--- src/rtl/program_loader.sv ---
// Boot-time loader: streams instruction words into byte-wide imem (MSB first),
// seeds every BHT entry, then releases the core from reset.
module program_loader #(
  parameter int          IMEM_BYTES  = 1024,
  parameter int          BHT_ENTRIES = 16,
  parameter logic [1:0]  BHT_INIT    = 2'b01,
  localparam int         ADDR_W      = $clog2(IMEM_BYTES),
  localparam int         IDX_W       = $clog2(BHT_ENTRIES)
) (
  input  logic              clock,
  input  logic              reset,
  input  logic              load_start,
  input  logic [15:0]       word_count,
  input  logic              in_valid,
  input  logic [31:0]       in_data,
  output logic              in_ready,
  output logic              imem_we,
  output logic [ADDR_W-1:0] imem_addr,
  output logic [7:0]        imem_wdata,
  output logic              bht_we,
  output logic [IDX_W-1:0]  bht_idx,
  output logic [1:0]        bht_wdata,
  output logic              core_reset,
  output logic              busy,
  output logic              done,
  output logic              err
);

  typedef enum logic [2:0] {IDLE, ACCEPT, WRITE, BHT, DONE, RUN} state_t;

  state_t      state;
  logic [15:0] w;
  logic [15:0] count;
  logic [1:0]  k;
  logic [31:0] word;
  logic [17:0] need;
  logic        overflow;
  logic        last_word;

  assign need      = {word_count, 2'b00};
  assign overflow  = need > 18'(IMEM_BYTES);
  assign last_word = (w + 16'd1) == count;
  assign bht_wdata = BHT_INIT;

  // Outputs are registered alongside the state so they always describe the state being entered.
  always_ff @(posedge clock) begin
    if (reset) begin
      state      <= IDLE;
      core_reset <= 1'b1;
      in_ready   <= 1'b0;
      imem_we    <= 1'b0;
      imem_addr  <= '0;
      imem_wdata <= '0;
      bht_we     <= 1'b0;
      bht_idx    <= '0;
      busy       <= 1'b0;
      done       <= 1'b0;
      err        <= 1'b0;
      w          <= '0;
      count      <= '0;
      k          <= '0;
      word       <= '0;
    end else begin
      in_ready <= 1'b0;
      imem_we  <= 1'b0;
      bht_we   <= 1'b0;
      done     <= 1'b0;
      case (state)
        IDLE, RUN: begin
          if (load_start) begin
            if (overflow) begin
              err        <= 1'b1;
              state      <= IDLE;
              core_reset <= 1'b1;
            end else begin
              err        <= 1'b0;
              w          <= '0;
              count      <= word_count;
              busy       <= 1'b1;
              core_reset <= 1'b1;
              if (word_count != 16'd0) begin
                state    <= ACCEPT;
                in_ready <= 1'b1;
              end else begin
                state   <= BHT;
                bht_we  <= 1'b1;
                bht_idx <= '0;
              end
            end
          end
        end
        ACCEPT: begin
          if (in_valid) begin
            // The remaining bytes are shifted up so byte k+1 is always at the top.
            word       <= {in_data[23:0], 8'h00};
            k          <= 2'd0;
            state      <= WRITE;
            imem_we    <= 1'b1;
            imem_addr  <= {w[ADDR_W-3:0], 2'b00};
            imem_wdata <= in_data[31:24];
          end else begin
            in_ready <= 1'b1;
          end
        end
        WRITE: begin
          if (k == 2'd3) begin
            w <= w + 16'd1;
            if (last_word) begin
              state   <= BHT;
              bht_we  <= 1'b1;
              bht_idx <= '0;
            end else begin
              state    <= ACCEPT;
              in_ready <= 1'b1;
            end
          end else begin
            k          <= k + 2'd1;
            imem_we    <= 1'b1;
            imem_addr  <= imem_addr + ADDR_W'(1);
            imem_wdata <= word[31:24];
            word       <= {word[23:0], 8'h00};
          end
        end
        BHT: begin
          if (bht_idx == IDX_W'(BHT_ENTRIES - 1)) begin
            state      <= DONE;
            done       <= 1'b1;
            core_reset <= 1'b0;
            busy       <= 1'b0;
          end else begin
            bht_we  <= 1'b1;
            bht_idx <= bht_idx + IDX_W'(1);
          end
        end
        DONE: begin
          state <= RUN;
        end
        default: begin
          state <= IDLE;
        end
      endcase
    end
  end

endmodule
--- config.mk ---
export PLATFORM = sky130hd
export DESIGN_NAME = program_loader
export DESIGN_NICKNAME = d
export VERILOG_FILES = /design/src/rtl/program_loader.sv
export SDC_FILE = /design/constraint.sdc
export NUM_CORES = 1
export LEC_CHECK = 0
export BUFFER_PORTS_ARGS = -buffer_cell sky130_fd_sc_hd__buf_4
export CAP_MARGIN = 20
export CORE_UTILIZATION = 60
export CTS_CLUSTER_SIZE = 30
export DETAILED_ROUTE_END_ITERATION = 6
export HOLD_SLACK_MARGIN = 0.03
export PLACE_DENSITY = 0.81
export SYNTH_ARGS = -nofsm -noshare
export SYNTH_HDL_FRONTEND = slang
export SYNTH_SLANG_ARGS = --single-unit
export TNS_END_PERCENT = 100
--- constraint.sdc ---
create_clock -name clock -period 3.95 [get_ports clock]
set_input_delay 0.1975 -clock clock [delete_from_list [all_inputs] [get_ports clock]]
set_output_delay 0.1975 -clock clock [all_outputs]
set_load 0.05 [all_outputs]
==> results.py <==
metrics = {
    "drt": {
        "wl_per_cell_um": 15.8,
        "drtIter0Drc": 308,
        "ant_nets": 0,
        "drcViolationCount": 0,
        "via_per_inst": 6.15,
        "first_pass_iters": 5,
        "vias": 4562,
        "wirelength_um": 11700,
    },
    "global_routing": {
        "grt_usage_pct": 29.4,
        "grt-ovfl-total": 0,
        "grt_first_pass_wirelength_um": 19600,
        "grt_pass1_vias": 4131,
        "grt_max_degree": 80,
        "antenna_found_initial": 0,
    },
    "die": {
        "pin_count": 83,
        "die_y_um": 89.8,
        "rows": 31,
        "die_area_sq_mm": 0.00806,
        "coreArea_sq_mm": 0.00733,
        "start_util_pct": 63.0,
        "die_width_um": 89.8,
    },
    "yosys": {
        "ys.warnings.count": 0,
        "seq_area_frac_synth_pct": 39.0,
        "synth_xor_area_share_pct": 3.22,
        "synth_top_cell_area_share_pct": 39.0,
        "synthesis.nets": 649,
        "synth-seq-cells": 90,
        "synth-compound-area-share_pct": 22.4,
        "synth_cells": 593,
        "synth_mux_area_share_pct": 2.65,
        "synthArstFlopShare_pct": 0,
        "ys.flop_type": "dfxtp_1",
        "yosysUniqueCellTypes": 58,
        "synth.cell_area_sq_mm": 0.00462,
        "synthTopCellsByArea": "dfxtp_1, nand2_1, nor2_1",
        "synth_top_family_by_area": "simple AND/OR/NAND/NOR gates",
        "postSynthAreaPerCell_sq_um": 7.79,
        "yosys.area_share.simple_pct": 25.9,
        "synth-adder-area-share_pct": 1.08,
        "synth-edff-count": 0,
        "synth_largest_area_cell": "dfxtp_1",
    },
    "critical_path": {
        "required_ps": 4160,
        "crit_path_max_fanout": 8,
        "cp_cell_sequence": "ha_1, and3_1, a31oi_4, a2111o_1, and4bb_1, nand4_2, o21ai_2, a311oi_1",
        "cpLargestDelayFamily": "compound AO/OA/AOI/OAI gates",
        "cp.buffers_inverters": 0,
        "endpoint_kind": "flop",
        "worst-setup-path-type": "flop to flop",
        "worstPathArrival_ps": 2960,
        "slowest_stage": "dfxtp_1",
        "start_kind": "flop",
        "max_stage_delay_ps": 480,
    },
    "final_layout": {
        "n_fill_cell": 613,
        "final_cells": 742,
        "layout.nets": 694,
        "layout_common_cells": "nand2_1, dfxtp_1, buf_4",
        "drive_above_1_share_pct": 17.9,
        "syn_to_final_growth_pct": 16.1,
        "fin_util_pct": 73.2,
        "design_area_sq_mm": 0.00537,
        "diodes": 0,
    },
    "clock_tree": {
        "clk_path_buf_depth": 2,
        "cts_tree": "yes",
        "clk_latency_ps": 370,
        "cts_root_buf": "clkbuf_8",
        "cts_made_buffers": 9,
        "cts_setup_buffers": 0,
        "hold_buffers": 0,
        "clock-sinks": 90,
        "ctsResizeCount": 0,
        "htreeDepth": 3,
        "path_clk_slew_ps": 90,
    },
    "pwr": {
        "p_sw_mw": 0.402,
        "power_mw": 1.66,
        "power_frac_comb_pct": 4.9,
        "power.internal_mw": 1.25,
        "power_density_mw_per_mm2": 309,
        "clkPwrFrac_pct": 40.2,
        "leakagePower_nw": 2.10,
        "seq_power_share_pct": 54.9,
        "ir_drop_mv": 0.244,
        "p_sw_share_pct": 24.3,
    },
    "flow_run": {
        "maxCapViolations": 0,
    },
    "timing": {
        "post-route-period-util_pct": 69.6,
        "tightest_slew_ps": 877,
        "rsz0062_at_grt": "no",
        "drv_slew": 0,
        "fmax_mhz": 364,
        "period_needed_ps": 2750,
        "fin_tns_setup_ps": 0,
        "finalSetupViolCount": 0,
        "final_hold_viol_count": 0,
        "clock_skew_ps": 13.5,
        "slew_headroom_pct": 41.5,
    },
    "placement": {
        "dp_hpwl_um": 7950,
        "io_buffers": 80,
        "gp_congestion": 0.925,
        "dpl_cell_area_sq_mm": 0.00516,
        "placed_cells_incl_taps": 726,
    },
    "hold_path": {
        "hold_path_class": "primary input to flop",
    },
    "status": {
        "status": "completed",
    },
}
Yosys cell counts, drive strengths merged, types with 3 or more instances:
library cell / number
nand2: 91
dfxtp: 90
nor2: 73
a21oi: 51
clkbuf: 30
o21ai: 28
a311oi: 27
nand3: 25
buf: 20
a211oi: 11
and3: 10
mux2i: 10
xnor2: 10
and2: 9
inv: 8
a22oi: 7
a31oi: 7
nor3: 7
xor2: 7
nand4: 6
nor4: 6
and4: 5
nand2b: 5
ha: 4
or3: 4
a211o: 3
a41oi: 3
nand3b: 3
o22ai: 3
worst reg2reg max path: stages (launching register included):
cell      delay, ps
dfxtp_1         480
ha_1            300
and3_1          410
a31oi_4         140
a2111o_1        460
and4bb_1        300
nand4_2         140
o21ai_2         250
a311oi_1        130
power groups by stage:
stage          logic [mW]  clock network (mW)  registers (mW)
2_1_floorplan      0.0313                   0           0.934
3_3_place_gp       0.0812                   0           0.931
3_5_place_dp       0.0816                   0           0.931
4_1_cts            0.0819               0.670           0.909
5_1_grt            0.0886               0.708           0.910
6_report           0.0817               0.665           0.909
stage by stage:
step	hold WS, ps	setup WS (ps)
final	76.8	1200
after global routing	77.7	1080
after CTS	68.9	1250
after detailed placement	445	1260
after global placement	438	1420
after floorplan	341	1660
final timing paths:
path	startpoint	depth (start not counted)	endpoint	slack (ps)
setup / recovery	w[0]$_SDFFE_PP0P_	8	bht_idx[0]$_SDFFE_PP0P_	1200
hold / removal	word_count[6]	3	count[6]$_SDFFE_PP0P_	80
setup reg to reg	w[0]$_SDFFE_PP0P_	8	bht_idx[0]$_SDFFE_PP0P_	1200
hold reg to reg	word[11]$_SDFFE_PP0P_	2	word[11]$_SDFFE_PP0P_	460
kinds of logic after synthesis:
| kind of cell | count (synthesis) |
|---|---|
| flops | 90 |
| simple gates | 256 |
| fa+ha+maj | 4 |
| mux | 12 |
| compound gates | 154 |
| buf+inv | 58 |
| xor+xnor | 17 |
| other cells | 2 |
registers in the layout (all words and copies together), names as in the netlist, 2 cells and up:
register / cells
word: 24
count: 16
w: 16
imem_addr: 10
imem_wdata: 8
bht_idx: 4
state: 3
k: 2
routing by layer:
metal / vias up / global-route usage (%) / wire length, um
li1: 2207 / - / -
met2: 164 / 47.2 / 5610
met5: - / 0 / 0
met1: 2164 / 38.3 / 5150
met3: 27 / 7.78 / 754
met4: 0 / 9.56 / 210
final cells by class:
type | instances | area, sq um | area share [%]
Multi-Input combinational cell | 445 | 2570 | 47.9
Sequential cell | 90 | 1800 | 33.6
Timing Repair Buffer | 84 | 631 | 11.8
Clock buffer | 9 | 124 | 2.31
Tap cell | 99 | 124 | 2.31
Clock inverter | 7 | 83.8 | 1.56
Inverter | 8 | 30.0 | 0.560
Note: power is estimated with default switching activity, not from simulation.
